[src/rtl/vend_pkg.sv]
// Shared types and helpers for the vending back end: coin values, FSM
// encoding, change-code legality and the inventory exact-change test.
package vend_pkg;

    localparam int CHG_W = 5;
    localparam int TMR_W = 8;

    localparam logic [CHG_W-1:0] NICKEL_VAL = 5'd5;
    localparam logic [CHG_W-1:0] DIME_VAL   = 5'd10;

    typedef enum logic [2:0] {
        ST_IDLE     = 3'd0,
        ST_VEND     = 3'd1,
        ST_SELECT   = 3'd2,
        ST_EJECT    = 3'd3,
        ST_WAIT_ACK = 3'd4,
        ST_JAM      = 3'd5
    } state_e;

    function automatic logic code_legal(input logic [3:0] code);
        return (code == 4'd0) || (code == 4'd5) || (code == 4'd10);
    endfunction

    function automatic logic [CHG_W-1:0] code_value(input logic [3:0] code);
        logic [CHG_W-1:0] val;
        if (code_legal(code)) begin
            val = {1'b0, code};
        end else begin
            val = 5'd0;
        end
        return val;
    endfunction

    // Too little money in the tubes for 20c, or no nickels to make odd change.
    function automatic logic exact_change_f(input logic [7:0] nickels, input logic [7:0] dimes);
        logic [10:0] total;
        total = ({3'd0, nickels} * 11'd5) + ({3'd0, dimes} * 11'd10);
        return (total < 11'd20) || (nickels == 8'd0);
    endfunction

endpackage

[src/rtl/coin_pulse_timer.sv]
// Loadable down-counter shared by the solenoid pulse width and the
// acknowledge watchdog; idles at zero once expired.
module coin_pulse_timer
    import vend_pkg::*;
(
    input  logic             clock,
    input  logic             reset,
    input  logic             load_i,
    input  logic [TMR_W-1:0] load_val_i,
    output logic             pulse_active_o,
    output logic             timeout_o
);

    logic [TMR_W-1:0] cnt_q;

    // Down-counter register, reload has priority over counting.
    always_ff @(posedge clock) begin
        if (reset) begin
            cnt_q <= '0;
        end else if (load_i) begin
            cnt_q <= load_val_i;
        end else if (cnt_q != '0) begin
            cnt_q <= cnt_q - 8'd1;
        end else begin
            cnt_q <= cnt_q;
        end
    end

    assign pulse_active_o = (cnt_q != '0);
    assign timeout_o      = (cnt_q == '0);

endmodule

[src/rtl/change_dispenser.sv]
// Releases the can, then pays change one coin at a time with solenoid
// pulses and sensor acks, tracking inventory and sticky error flags.
module change_dispenser
    import vend_pkg::*;
#(
    parameter int PULSE_CYC   = 4,
    parameter int ACK_TIMEOUT = 64,
    parameter int NICKEL_INIT = 20,
    parameter int DIME_INIT   = 20
) (
    input  logic       clock,
    input  logic       reset,
    input  logic       p,
    input  logic [3:0] c1,
    input  logic [3:0] c2,
    input  logic       vend_done,
    input  logic       coin_seen,
    input  logic       refill_nickel,
    input  logic       refill_dime,
    output logic       vend_motor,
    output logic       eject_nickel,
    output logic       eject_dime,
    output logic       busy,
    output logic       exact_change,
    output logic       short_change,
    output logic       err_overflow,
    output logic       err_code,
    output logic       jam,
    output logic [7:0] nickel_cnt,
    output logic [7:0] dime_cnt
);

    localparam logic [TMR_W-1:0] PULSE_LD = TMR_W'(PULSE_CYC - 1);
    localparam logic [TMR_W-1:0] ACK_LD   = TMR_W'(ACK_TIMEOUT - 1);

    state_e           state_q, state_d;
    logic [CHG_W-1:0] rem_q, rem_d, pend_amt_q, pend_amt_d, req_amt_s;
    logic             is_dime_q, is_dime_d, pend_valid_q, pend_valid_d;
    logic [7:0]       nickel_q, nickel_d, dime_q, dime_d;
    logic             short_q, short_d, ovf_q, ovf_d, code_q, code_d;
    logic             vend_motor_q, eject_nickel_q, eject_dime_q, busy_q, jam_q, exact_q;
    logic             tmr_load_s, tmr_active_s, tmr_timeout_s, idle_direct_s;
    logic             disp_n_s, disp_d_s;
    logic [TMR_W-1:0] tmr_val_s;

    coin_pulse_timer u_timer (
        .clock          (clock),
        .reset          (reset),
        .load_i         (tmr_load_s),
        .load_val_i     (tmr_val_s),
        .pulse_active_o (tmr_active_s),
        .timeout_o      (tmr_timeout_s)
    );

    // Request capture, coin FSM next state and inventory update.
    always_comb begin
        state_d       = state_q;
        rem_d         = rem_q;
        is_dime_d     = is_dime_q;
        pend_valid_d  = pend_valid_q;
        pend_amt_d    = pend_amt_q;
        short_d       = short_q;
        ovf_d         = ovf_q;
        code_d        = code_q;
        tmr_load_s    = 1'b0;
        tmr_val_s     = ACK_LD;
        disp_n_s      = 1'b0;
        disp_d_s      = 1'b0;
        req_amt_s     = code_value(c1) + code_value(c2);
        idle_direct_s = (state_q == ST_IDLE) && !pend_valid_q;

        if (p && (!code_legal(c1) || !code_legal(c2))) begin
            code_d = 1'b1;
        end else begin
            code_d = code_q;
        end

        // In IDLE the pending slot empties this cycle, so a new strobe may refill it.
        if (p && !idle_direct_s) begin
            if (!pend_valid_q || (state_q == ST_IDLE)) begin
                pend_valid_d = 1'b1;
                pend_amt_d   = req_amt_s;
            end else begin
                ovf_d = 1'b1;
            end
        end else if ((state_q == ST_IDLE) && pend_valid_q) begin
            pend_valid_d = 1'b0;
        end else begin
            pend_valid_d = pend_valid_q;
        end

        case (state_q)
            ST_IDLE: begin
                if (pend_valid_q) begin
                    state_d    = ST_VEND;
                    rem_d      = pend_amt_q;
                    tmr_load_s = 1'b1;
                end else if (p) begin
                    state_d    = ST_VEND;
                    rem_d      = req_amt_s;
                    tmr_load_s = 1'b1;
                end else begin
                    state_d = ST_IDLE;
                end
            end
            ST_VEND: begin
                if (vend_done) begin
                    state_d = ST_SELECT;
                end else if (tmr_timeout_s) begin
                    state_d = ST_JAM;
                end else begin
                    state_d = ST_VEND;
                end
            end
            ST_SELECT: begin
                if ((rem_q >= DIME_VAL) && (dime_q != 8'd0)) begin
                    is_dime_d  = 1'b1;
                    state_d    = ST_EJECT;
                    tmr_load_s = 1'b1;
                    tmr_val_s  = PULSE_LD;
                end else if ((rem_q >= NICKEL_VAL) && (nickel_q != 8'd0)) begin
                    is_dime_d  = 1'b0;
                    state_d    = ST_EJECT;
                    tmr_load_s = 1'b1;
                    tmr_val_s  = PULSE_LD;
                end else if (rem_q != 5'd0) begin
                    short_d = 1'b1;
                    state_d = ST_IDLE;
                end else begin
                    state_d = ST_IDLE;
                end
            end
            ST_EJECT: begin
                if (tmr_active_s) begin
                    state_d = ST_EJECT;
                end else begin
                    state_d    = ST_WAIT_ACK;
                    tmr_load_s = 1'b1;
                end
            end
            ST_WAIT_ACK: begin
                if (coin_seen) begin
                    rem_d    = rem_q - (is_dime_q ? DIME_VAL : NICKEL_VAL);
                    disp_d_s = is_dime_q;
                    disp_n_s = !is_dime_q;
                    state_d  = ST_SELECT;
                end else if (tmr_timeout_s) begin
                    state_d = ST_JAM;
                end else begin
                    state_d = ST_WAIT_ACK;
                end
            end
            ST_JAM: begin
                state_d = ST_JAM;
            end
            default: begin
                state_d = ST_JAM;
            end
        endcase

        if (refill_nickel && !disp_n_s) begin
            nickel_d = (nickel_q == 8'd255) ? nickel_q : nickel_q + 8'd1;
        end else if (!refill_nickel && disp_n_s) begin
            nickel_d = nickel_q - 8'd1;
        end else begin
            nickel_d = nickel_q;
        end

        if (refill_dime && !disp_d_s) begin
            dime_d = (dime_q == 8'd255) ? dime_q : dime_q + 8'd1;
        end else if (!refill_dime && disp_d_s) begin
            dime_d = dime_q - 8'd1;
        end else begin
            dime_d = dime_q;
        end
    end

    // State, inventory and output registers; outputs decode the next state.
    always_ff @(posedge clock) begin
        if (reset) begin
            state_q        <= ST_IDLE;
            rem_q          <= 5'd0;
            is_dime_q      <= 1'b0;
            pend_valid_q   <= 1'b0;
            pend_amt_q     <= 5'd0;
            nickel_q       <= 8'(NICKEL_INIT);
            dime_q         <= 8'(DIME_INIT);
            short_q        <= 1'b0;
            ovf_q          <= 1'b0;
            code_q         <= 1'b0;
            vend_motor_q   <= 1'b0;
            eject_nickel_q <= 1'b0;
            eject_dime_q   <= 1'b0;
            busy_q         <= 1'b0;
            jam_q          <= 1'b0;
            exact_q        <= exact_change_f(8'(NICKEL_INIT), 8'(DIME_INIT));
        end else begin
            state_q        <= state_d;
            rem_q          <= rem_d;
            is_dime_q      <= is_dime_d;
            pend_valid_q   <= pend_valid_d;
            pend_amt_q     <= pend_amt_d;
            nickel_q       <= nickel_d;
            dime_q         <= dime_d;
            short_q        <= short_d;
            ovf_q          <= ovf_d;
            code_q         <= code_d;
            vend_motor_q   <= (state_d == ST_VEND);
            eject_nickel_q <= (state_d == ST_EJECT) && !is_dime_d;
            eject_dime_q   <= (state_d == ST_EJECT) && is_dime_d;
            busy_q         <= (state_d != ST_IDLE) || pend_valid_d;
            jam_q          <= (state_d == ST_JAM);
            exact_q        <= exact_change_f(nickel_d, dime_d);
        end
    end

    assign vend_motor   = vend_motor_q;
    assign eject_nickel = eject_nickel_q;
    assign eject_dime   = eject_dime_q;
    assign busy         = busy_q;
    assign exact_change = exact_q;
    assign short_change = short_q;
    assign err_overflow = ovf_q;
    assign err_code     = code_q;
    assign jam          = jam_q;
    assign nickel_cnt   = nickel_q;
    assign dime_cnt     = dime_q;

endmodule
[config.mk]
export PLATFORM = sky130hd
export DESIGN_NAME = change_dispenser
export DESIGN_NICKNAME = d
export VERILOG_FILES = /design/src/rtl/vend_pkg.sv /design/src/rtl/coin_pulse_timer.sv /design/src/rtl/change_dispenser.sv
export SDC_FILE = /design/constraint.sdc
export NUM_CORES = 1
export LEC_CHECK = 0
export CAP_MARGIN = 25
export CORE_MARGIN = 1
export CORE_UTILIZATION = 50
export DETAILED_ROUTE_END_ITERATION = 8
export PLACE_DENSITY = 0.79
export SYNTH_ARGS = -nofsm -noshare
export SYNTH_HDL_FRONTEND = slang
export SYNTH_SLANG_ARGS = --single-unit
[constraint.sdc]
create_clock -name clock -period 6.9 [get_ports clock]
set_input_delay 1.725 -clock clock [delete_from_list [all_inputs] [get_ports clock]]
set_output_delay 1.725 -clock clock [all_outputs]
set_load 0.01 [all_outputs]
======== Word-level counts from Yosys, hierarchy flattened ========
Cells that the tools add are included.
word-level totals
  bits in registers ....................... 48
  bits of input ports ..................... 15
  logic and storage cells ................. 138
  output and inout bits ................... 25
  bits in read-only memories .............. 0
  RAM bits ................................ 0
  memories kept ........................... 0
  latch bits .............................. 0
operators by class
  $lt $le $gt $ge ......................... 3
  reductions and logical operators ........ 46
  shift operators ......................... 0
  muxes and demuxes ....................... 44
  bitwise gates (word level) .............. 3
  $add $sub $neg .......................... 8
  $mul .................................... 2
  div/mod/pow operators ................... 0
  eq/ne operators ......................... 15
operators with widths
  operator                                                      count
  2-to-1 mux 8 bit                                              8
  nonzero test 8 bit                                            3
  subtractor 8 x 1 -> 8 bit (second input constant)             3
  2-to-1 mux 1 bit                                              18
  2-to-1 mux 6 bit                                              3
  adder 8 x 1 -> 8 bit (second input constant)                  2
  == test 8 bit (second input constant)                         2
  zero test 8 bit                                               2
  2-to-1 mux 5 bit                                              3
  one-hot mux 3 bit (5 select lines)                            1
  logical AND 1 bit                                             12
  2-to-1 mux 3 bit                                              4
  2-to-1 mux 4 bit                                              3
  adder 11 bit                                                  1
  less-than comparator 11 x 5 -> 1 bit (second input constant)  1
  multiplier 8 x 3 -> 11 bit (second input constant)            1
  zero test 1 bit                                               10
  multiplier 8 x 3 -> 10 bit (second input constant)            1
  one-hot mux 5 bit (2 select lines)                            1
  == test 3 x 2 -> 1 bit (second input constant)                3
  == test 4 x 3 -> 1 bit (second input constant)                2
  == test 4 bit (second input constant)                         2
  zero test 4 bit                                               2
  logical OR 1 bit                                              8
  18 further kinds                                              25

======== Depth between registers and ports, before layout ========
Gate-level depths: netlist (run 1).
  depth in word-level cells ............... 10
  mapped depth ............................ 22
  depth with buffers taken out ............ 22

======== By module ========
From an unflattened synthesis (run 1), not the netlist that was laid out.
unflattened totals
  cell total of the unflattened synthesis .. 493
  area total of the unflattened synthesis .. 4,002.6 µm²
by module, submodules not included
  module            cells each  instances  area each (µm²)  sequential area each (µm²)
  change_dispenser  440         1          3,552.2          800.8
  coin_pulse_timer  53          1          450.4            160.2

======== Worst setup path after synthesis (run 1) ========
OpenSTA, ideal clock, no wires.
  path kind ............................... input to register
  start point ............................. in coin_seen
  end point ............................... reg exact_q, in the netlist exact_change
  stages on the path ...................... 19
  path slack .............................. 1,049 ps
  data arrival time ....................... 5,734 ps
  data required time ...................... 6,783 ps
  cell sequence ........................... nand4bb_1 o21ai_1 a41oi_1 o311ai_0 ha_1 ha_1 inv_1 fa_1 nor2b_1 o31a_1 a21o_1 fa_1 inv_1 ha_1 or3_1 o21ai_0 a21oi_1 xor2_1 a22o_1
between the ends
  cells in the longest elaborated chain, start to end .. 9
  elaborated cells between the ends (all ways) .. 20
  classes of those cells .................. add/sub: 1; mul: 2; order compare: 1; mux: 8; reduce/logical: 8
RTL lines
  element                                                RTL line                                          source
  from (decl)                                            change_dispenser.sv:17                            input logic coin_seen,
  2-to-1 mux 1 bit (*)                                   change_dispenser.sv:142                           if (coin_seen) begin
  2-to-1 mux 1 bit (*)                                   change_dispenser.sv:92                            case (state_q)
  logical AND 1 bit or zero test 1 bit (tied branches)   change_dispenser.sv:171, change_dispenser.sv:169
  2-to-1 mux 8 bit or logical AND 1 bit (tied branches)  change_dispenser.sv:171, change_dispenser.sv:169
  2-to-1 mux 8 bit (*)                                   change_dispenser.sv:169                           if (refill_dime && !disp_d_s) begin
  net dime_d[1]                                          change_dispenser.sv:39                            logic [7:0] nickel_q, nickel_d, dime_q, dime_d;
  multiplier 8 x 3 -> 10 bit (*)                         vend_pkg.sv:37                                    total = ({3'd0, nickels} * 11'd5) + ({3'd0, dimes} * 11'd10);
  adder 11 bit (*)                                       vend_pkg.sv:37
  less-than comparator 11 x 5 -> 1 bit (*)               vend_pkg.sv:38                                    return (total < 11'd20) || (nickels == 8'd0);
  logical OR 1 bit (*)                                   vend_pkg.sv:38
  to (signal assigned)                                   change_dispenser.sv:196                           exact_q <= exact_change_f(8'(NICKEL_INIT), 8'(DIME_INIT));
  to (signal assigned)                                   change_dispenser.sv:213                           exact_q <= exact_change_f(nickel_d, dime_d);
  to (decl)                                              change_dispenser.sv:41                            logic vend_motor_q, eject_nickel_q, eject_dime_q, busy_q, jam_q, exact_q;
The timed path passes the listed nets; every way through them passes the cells marked *.
A chain may end at the register's enable or synchronous reset.

======== Worst setup path in the final report (run 1) ========
Same ends and word-level chain as after synthesis.

==> results of run 1 <==
## power groups by stage
stage | Clock (mW) | Sequential (mW) | Combinational (mW)
after detailed placement | 0 | 0.329 | 0.266
final | 0.202 | 0.323 | 0.267
after global routing | 0.217 | 0.327 | 0.301
after global placement | 0 | 0.328 | 0.257
after floorplan | 0 | 0.323 | 0.199
after CTS | 0.205 | 0.323 | 0.269
## flip-flops by register name, summed over array words and instances, names as in the netlist, 3 cells and up
signal         count
dime_cnt           8
nickel_cnt         8
u_timer.cnt_q      8
pend_amt_q         5
rem_q              5
state_q            3
## cells in the mapped netlist (5+ instances only)
master	count
a21o_1	6
a21oi_1	23
clkbuf_1	5
dfxtp_1	48
fa_1	10
ha_1	42
inv_1	55
mux2i_1	12
nand2_1	21
nand2b_1	7
nand3_1	9
nor2_1	54
nor2b_1	13
nor3_1	24
o21ai_0	24
or2_2	9
xnor2_1	13
xor2_1	15
## how the worst min path moves through the flow
stage               depth (start not counted)     startpoint  slack (ns)             to
floorplan                                   2  pend_amt_q[2]        0.44  pend_amt_q[2]
global placement                            2  pend_amt_q[2]        0.45  pend_amt_q[2]
detailed placement                          2       err_code        0.45       err_code
CTS                                         2  pend_amt_q[2]        0.47  pend_amt_q[2]
global route                                2  pend_amt_q[2]        0.50  pend_amt_q[2]
finish                                      2  pend_amt_q[2]        0.47  pend_amt_q[2]
## per-layer routing
| metal | part of all wire (%) | vias to the layer above | track usage (%) |
|---|---|---|---|
| li1 | - | 1777 | - |
| met1 | 49 | 1662 | 28.2 |
| met2 | 48 | 43 | 38.0 |
| met3 | 2.6 | 8 | 3.10 |
| met4 | 0.82 | 0 | 4.37 |
| met5 | 0 | - | 0 |
## area by class of cell
type / instances / area [sq um] / area share (%)
Clock buffer: 6 / 72.6 / 1.58
Clock inverter: 2 / 35.0 / 0.764
Inverter: 56 / 210 / 4.59
Multi-Input combinational cell: 370 / 2750 / 60.0
Sequential cell: 48 / 961 / 21.0
Tap cell: 102 / 128 / 2.78
Timing Repair Buffer: 44 / 428 / 9.33
## logic make-up after synthesis
family,synth area share [%]
AND/OR/NAND/NOR,25.0
flip-flops,24.2
AO/OA/AOI/OAI,16.8
XOR/XNOR,6.18
multiplexers,3.03
buffers and inverters,6.52
adder cells (fa/ha/maj),18.3
## worst min-delay path, cell delays in order (launching register included)
cell     delay, ns
dfxtp_1       0.32
nand2_1       0.05
a21oi_1       0.06
## per-stage QoR
stage          instance area (sq um)  setup WS [ns]  cells  util [%]  power (mW)
2_1_floorplan                   3970           1.05    484         -       0.522
3_3_place_gp                    4480          0.401    620      58.2       0.585
3_5_place_dp                    4480          0.228    620      58.2       0.595
4_1_cts                         4580          0.500    628      59.6       0.797
5_1_grt                         4580          0.139    628      59.6       0.845
6_report                        4580          0.477    628      59.6       0.793
==> impl_results.md, run 1 <==
* RSZ-0062 raised after global routing: false
* Syn_nets at 551
* Peak supply drop at 0.0914 mV
* Io pins at 40
* # setup viols final at 0
* Clock latency on the worst-skew pair at 0.30 ns
* Die H at 91.1 um
* Final Hold Vio Count at 0
* Gp weighted congestion at 0.861
* Slew Limit Fails at 0
* Family with the most delay on the worst path: adder cells
* Switching power at 0.261 mW
* Slew HR at 37.3%
* DRT Pass-1 Iters at 4
* FF-to-FF path depth at 19
* First-pass GRT wire length at 15,000 um
* Commonest non-fill, non-tap cell in the layout: inv_1
* Post-DRT Antenna Nets at 0
* Clk sink count at 48
* Syn Inst Count at 484
* Reg2reg setup slack at 1.72 ns
* Die area at 0.00830 sq mm
* Grt total ovfl at 0
* Clock Skews at 0.0101 ns
* CP required at 7.15 ns
* Max frequency at 156 MHz
* Initial core utilization at 51.6%
* Drt wl/cell at 13.7 um
* Distinct cell type count after synthesis at 65
* Top_reg_cell synth: dfxtp_1
* Min-Delay Path Class: reg2reg
* Max cap viols at 0
* WP data arrival at 6.68 ns
* Startpoint types: primary input
* Synth Cell Area at 0.00397 sq mm
* Chip width at 91.1 um
* Post-CTS sizing at 0
* Layout cells sized above 1 at 6.84%
* Area contributors post-synth: dfxtp_1, ha_1, inv_1
* Buffers and inverters on the worst path at 3
* Cell Pwr Density at 173 mW/mm^2
* Post-Route WL at 8630 um
* Ant. Diodes at 0
* Synth warnings at 0
* Initial antenna violation count at 0
* Final HPWL DP at 6780 um
* Post-synthesis sequential area ratio at 24.2%
* CTS root buffer: clkbuf_8
* Post-CTS setup buffers at 0
* Combinational Power Share at 33.7%
* Gr usage total at 21.6%
* Port bufs at 39
* Share of the synthesized area in the top cell type at 24.2%
* Residual DRC at 0
* Critical path type: in2reg
* Area leader, netlist: dfxtp_1
* Fin crit period at 6.42 ns
* CTS max path bufs at 2
* Launch point of the worst reg-to-reg path: state_q[0]
* Clock Pin Slew Worst Setup and Hold Paths at 0.09 ns
* CP Max Fanout at 7
* Via density at 5.56
* Tcrit/Tclk final at 93.1%
* Cell Int Power at 0.532 mW
* Hold-fix buffers, CTS at 0
* Critical path cell sequence: clkdlybuf4s50_1, nand4bb_1, buf_4, nor3_2, nand2_1, a21boi_1, nor2_1, xor2_1, ha_1, ha_1, a21o_1, a21oi_1, xnor2_1, fa_1, inv_1, ha_1, o21ai_0, nand2b_1, xnor2_1, o211ai_1, nor3_1, a22o_1
* Sequential share of power at 40.8%
* Switching power as a share of total power at 32.9%
* Synthesized flop and latch total at 48
* Initial detailed-routing violation count at 189
* Vias in the first global route at 3,391
* Most frequent cells in the layout: inv_1, nor2_1, dfxtp_1
* Avg Synthesized Cell Area at 8.20 sq um
* Final nets at 592
* Clock power frac at 25.5%
* Setup_tns at 0 ns
* CTS tree: done
* Critical Path Sink Type: flop
* Largest net degree at the start of global routing at 43
* Filler Cells Inserted at 703
* Setup crit end: exact_change
* Routed vias at 3,490
* CP most frequent cell: ha_1
* CP Depth at 22
* Reg2reg end: exact_change
* Async SR Flop Fraction at 0%
* P&R area growth vs syn at 15.5%
* CP Launch Point: coin_seen
* Status: finished clean
* Critical Path Slowest Stage Cell: clkdlybuf4s50_1
* Hold_ws at 0.468 ns
* Slew @ Worst Pin at 0.933 ns
* Cts bufs inserted at 5
* EDFF count, synth at 0
* Pleak at 1.95 nW
* CP max stage delay at 0.50 ns
* Row count at 32
* H-tree lvl count at 2
* Core area at 0.00769 sq mm
No activity file was read; power rests on OpenSTA's default activity.
==> run 2: changes to the inputs <==
--- a/config.mk
+++ b/config.mk
@@ -6,10 +6,12 @@
 export NUM_CORES = 1
 export LEC_CHECK = 0
 export CAP_MARGIN = 25
+export CORE_ASPECT_RATIO = 0.7
 export CORE_MARGIN = 1
-export CORE_UTILIZATION = 50
+export CORE_UTILIZATION = 58
 export DETAILED_ROUTE_END_ITERATION = 8
-export PLACE_DENSITY = 0.79
+export PLACE_DENSITY = 0.89
 export SYNTH_ARGS = -nofsm -noshare
 export SYNTH_HDL_FRONTEND = slang
+export SYNTH_HIERARCHICAL = 1
 export SYNTH_SLANG_ARGS = --single-unit
==> run 2 against run 1 <==
First-iteration DRC count rose by 50%. Non-clock buffer count shrank 3. Combinational power increased by 40%. Sequential cell count did not move. Largest power group is now combinational logic.
==> impl_results.md, run 2 <==
* Status: finished clean
* Reg2reg end: exact_change
* WP data arrival at 6.77 ns (+0.09 ns)
* CP Max Fanout at 8 (+1)
* Synth Cell Area at 0.00400 sq mm (+0.82%)
* Final nets at 598 (+1.0%)
* Post-DRT Antenna Nets at 0 (unchanged)
* Cell Pwr Density at 200 mW/mm^2 (+16%)
* Gr usage total at 29.1% (+7.4 points)
* Avg Synthesized Cell Area at 8.12 sq um (-1.0%)
* Post-Route WL at 9610 um (+11%)
* Post-synthesis sequential area ratio at 24.0% (-0.20 points)
* Max frequency at 153 MHz (-1.7%)
* Synthesized flop and latch total at 48 (unchanged)
* Slew Limit Fails at 0 (unchanged)
* Critical Path Sink Type: flop
* Core area at 0.00646 sq mm (-16%)
* Via density at 6.01 (+8.2%)
* Post-CTS setup buffers at 0 (unchanged)
* Commonest cells in the netlist: inv_1, nor2_1, dfxtp_1, ha_1, nand2_1
* DRT Pass-1 Iters at 5 (+1)
* CTS root buffer: clkbuf_8
* Drt wl/cell at 15.4 um (+12%)
* Slew @ Worst Pin at 0.565 ns (-0.368 ns)
* Met1 Usage GRT at 40.4% (+12 points)
* Max cap viols at 0 (unchanged)
* Chip width at 101 um (+11%)
* Vias in the first global route at 3,543 (+4.5%)
* Clock Skews at 0.0121 ns (+0.00197 ns)
* Hold wc startpoint: pend_amt_q[2]
* Syn Inst Count at 493 (+1.9%)
* Area leader, netlist: dfxtp_1
* Cts bufs inserted at 5 (unchanged)
* EDFF count, synth at 0 (unchanged)
* Reg2reg setup slack at 1.34 ns (-0.38 ns)
* Most frequent cells in the layout: inv_1, nor2_1, dfxtp_1
* Synth warnings at 6 (+6)
* CP required at 7.13 ns (-0.02 ns)
* Gr busiest metal: met2
* Clock latency on the worst-skew pair at 0.31 ns (about the same)
* Fin crit period at 6.54 ns (+0.113 ns)
* Area contributors post-synth: dfxtp_1, ha_1, inv_1
* Grt total ovfl at 0 (unchanged)
* Setup crit end: exact_change
* CP Launch Point: coin_seen
* Commonest non-fill, non-tap cell in the layout: inv_1
* Residual DRC at 0 (unchanged)
* # setup viols final at 0 (unchanged)
* Io pins at 40 (unchanged)
* Total power draw at 0.923 mW (+16%)
* CTS tree: done
* Initial antenna violation count at 0 (unchanged)
* Share of the synthesized area in the top cell type at 24.0% (-0.20 points)
* Startpoint types: primary input
* Critical path type: in2reg
* CTS max path bufs at 2 (unchanged)
* Launch point of the worst reg-to-reg path: state_q[2]
* Row count at 24 (-25%)
* First-pass GRT wire length at 16,500 um (+10%)
* Routed vias at 3,747 (+7.4%)
* Global-route met3 utilization at 6.24% (+3.1 points)
* Slew HR at 62.0% (+25 points)
* Largest net degree at the start of global routing at 46 (+7.0%)
* Ant. Diodes at 0 (unchanged)
* H-tree lvl count at 2 (unchanged)
* Hold-fix buffers, CTS at 0 (unchanged)
* Tcrit/Tclk final at 94.7% (+1.6 points)
* Clk sink count at 48 (unchanged)
* Most frequent cell after synthesis: inv_1
* Die area at 0.00724 sq mm (-13%)
* Gp weighted congestion at 0.875 (+1.6%)
* Port bufs at 39 (unchanged)
* Die H at 71.5 um (-22%)
* Layout cells sized above 1 at 7.14% (+0.30 points)
* P&R area growth vs syn at 15.1%
* Async SR Flop Fraction at 0% (unchanged)
* GR Layer Usage met2 at 45.8% (+7.8 points)
* FF-to-FF path depth at 20 (+1)
* Final Hold Vio Count at 0 (unchanged)
* Initial core utilization at 62.0% (+10 points)
* Clock Pin Slew Worst Setup and Hold Paths at 0.09 ns (about the same)
* Finished Core Util at 71.4% (+12 points)
* Distinct cell type count after synthesis at 69 (+6.2%)
* Pleak at 1.99 nW (+2.0%)
* Top_reg_cell synth: dfxtp_1
* Initial detailed-routing violation count at 284 (+50%)
* Final HPWL DP at 7540 um (+11%)
* Min-Delay Path Class: reg2reg
* Peak supply drop at 0.100 mV (+9.9%)
run 2: how the worst min path moves through the flow:
stage                         end  cells past startpoint
finish              pend_amt_q[2]                      2
global route        pend_amt_q[2]                      2
CTS                 pend_amt_q[2]                      2
detailed placement  pend_amt_q[2]                      2
global placement    pend_amt_q[2]                      2
floorplan           pend_amt_q[2]                      2
run 2: cell families after synthesis:
group                    after synthesis  synth area share, %
XOR/XNOR                              27                 6.25
AND/OR/NAND/NOR                      182                 24.7
buffers and inverters                 67                 6.41
AO/OA/AOI/OAI                        106                 18.0
flip-flops                            48                 24.0
adder cells (fa/ha/maj)               52                 18.1
multiplexers                           9                 2.31
other                                  2                0.188
run 2: repair_timing:
item                                    in CTS  in global routing
endpoints found under the hold margin        0                  0
endpoints found under the setup margin       0                  1
resized for setup                            0                  1
run 2: stage by stage:
stage | hold WS, ns | cell area (sq um) | std cells | TNS [ns] | setup WS (ns)
detailed placement | 0.454 | 4480 | 615 | 0 | 0.139
CTS | 0.466 | 4600 | 623 | 0 | 0.439
finish | 0.466 | 4610 | 623 | 0 | 0.364
floorplan | 0.437 | 4010 | 495 | 0 | 1.36
global placement | 0.442 | 4480 | 615 | 0 | 0.510
global route | 0.495 | 4610 | 623 | -0.00475 | -0.00475
run 2: final cells by class:
class | count | area [sq um]
Clock buffer | 6 | 82.6
Clock inverter | 2 | 38.8
Fill cell | 501 | 1850
Inverter | 55 | 206
Multi-Input combinational cell | 380 | 2800
Sequential cell | 48 | 961
Tap cell | 91 | 114
Timing Repair Buffer | 41 | 405
run 2: worst max-delay path: stages:
cell and delay [ns]:
clkdlybuf4s50_1 0.56, nand2_1 0.14, nor3_4 0.34, nand2_1 0.13, nor3_1 0.15, a41oi_1 0.08, xnor2_1 0.42, ha_1 0.33
ha_1 0.30, a21o_1 0.18, a21oi_1 0.21, xnor2_1 0.12, fa_1 0.49, inv_1 0.05, ha_1 0.35, o21ai_0 0.32
nand2b_1 0.12, xor2_1 0.16, nor4_1 0.30, nand3_1 0.16, o32ai_2 0.13
run 2: power by group:
group	internal, mW	total (mW)	switching [mW]
clock network	0.119	0.221	0.102
registers	0.301	0.329	0.0278
logic	0.170	0.373	0.203
total	0.590	0.923	0.333
run 2: layer usage:
metal  part of all wire, %  up-vias
met5                     0        -
met4                   2.0        0
met3                   9.8       26
met2                    45      184
met1                    44     1738
li1                      -     1799
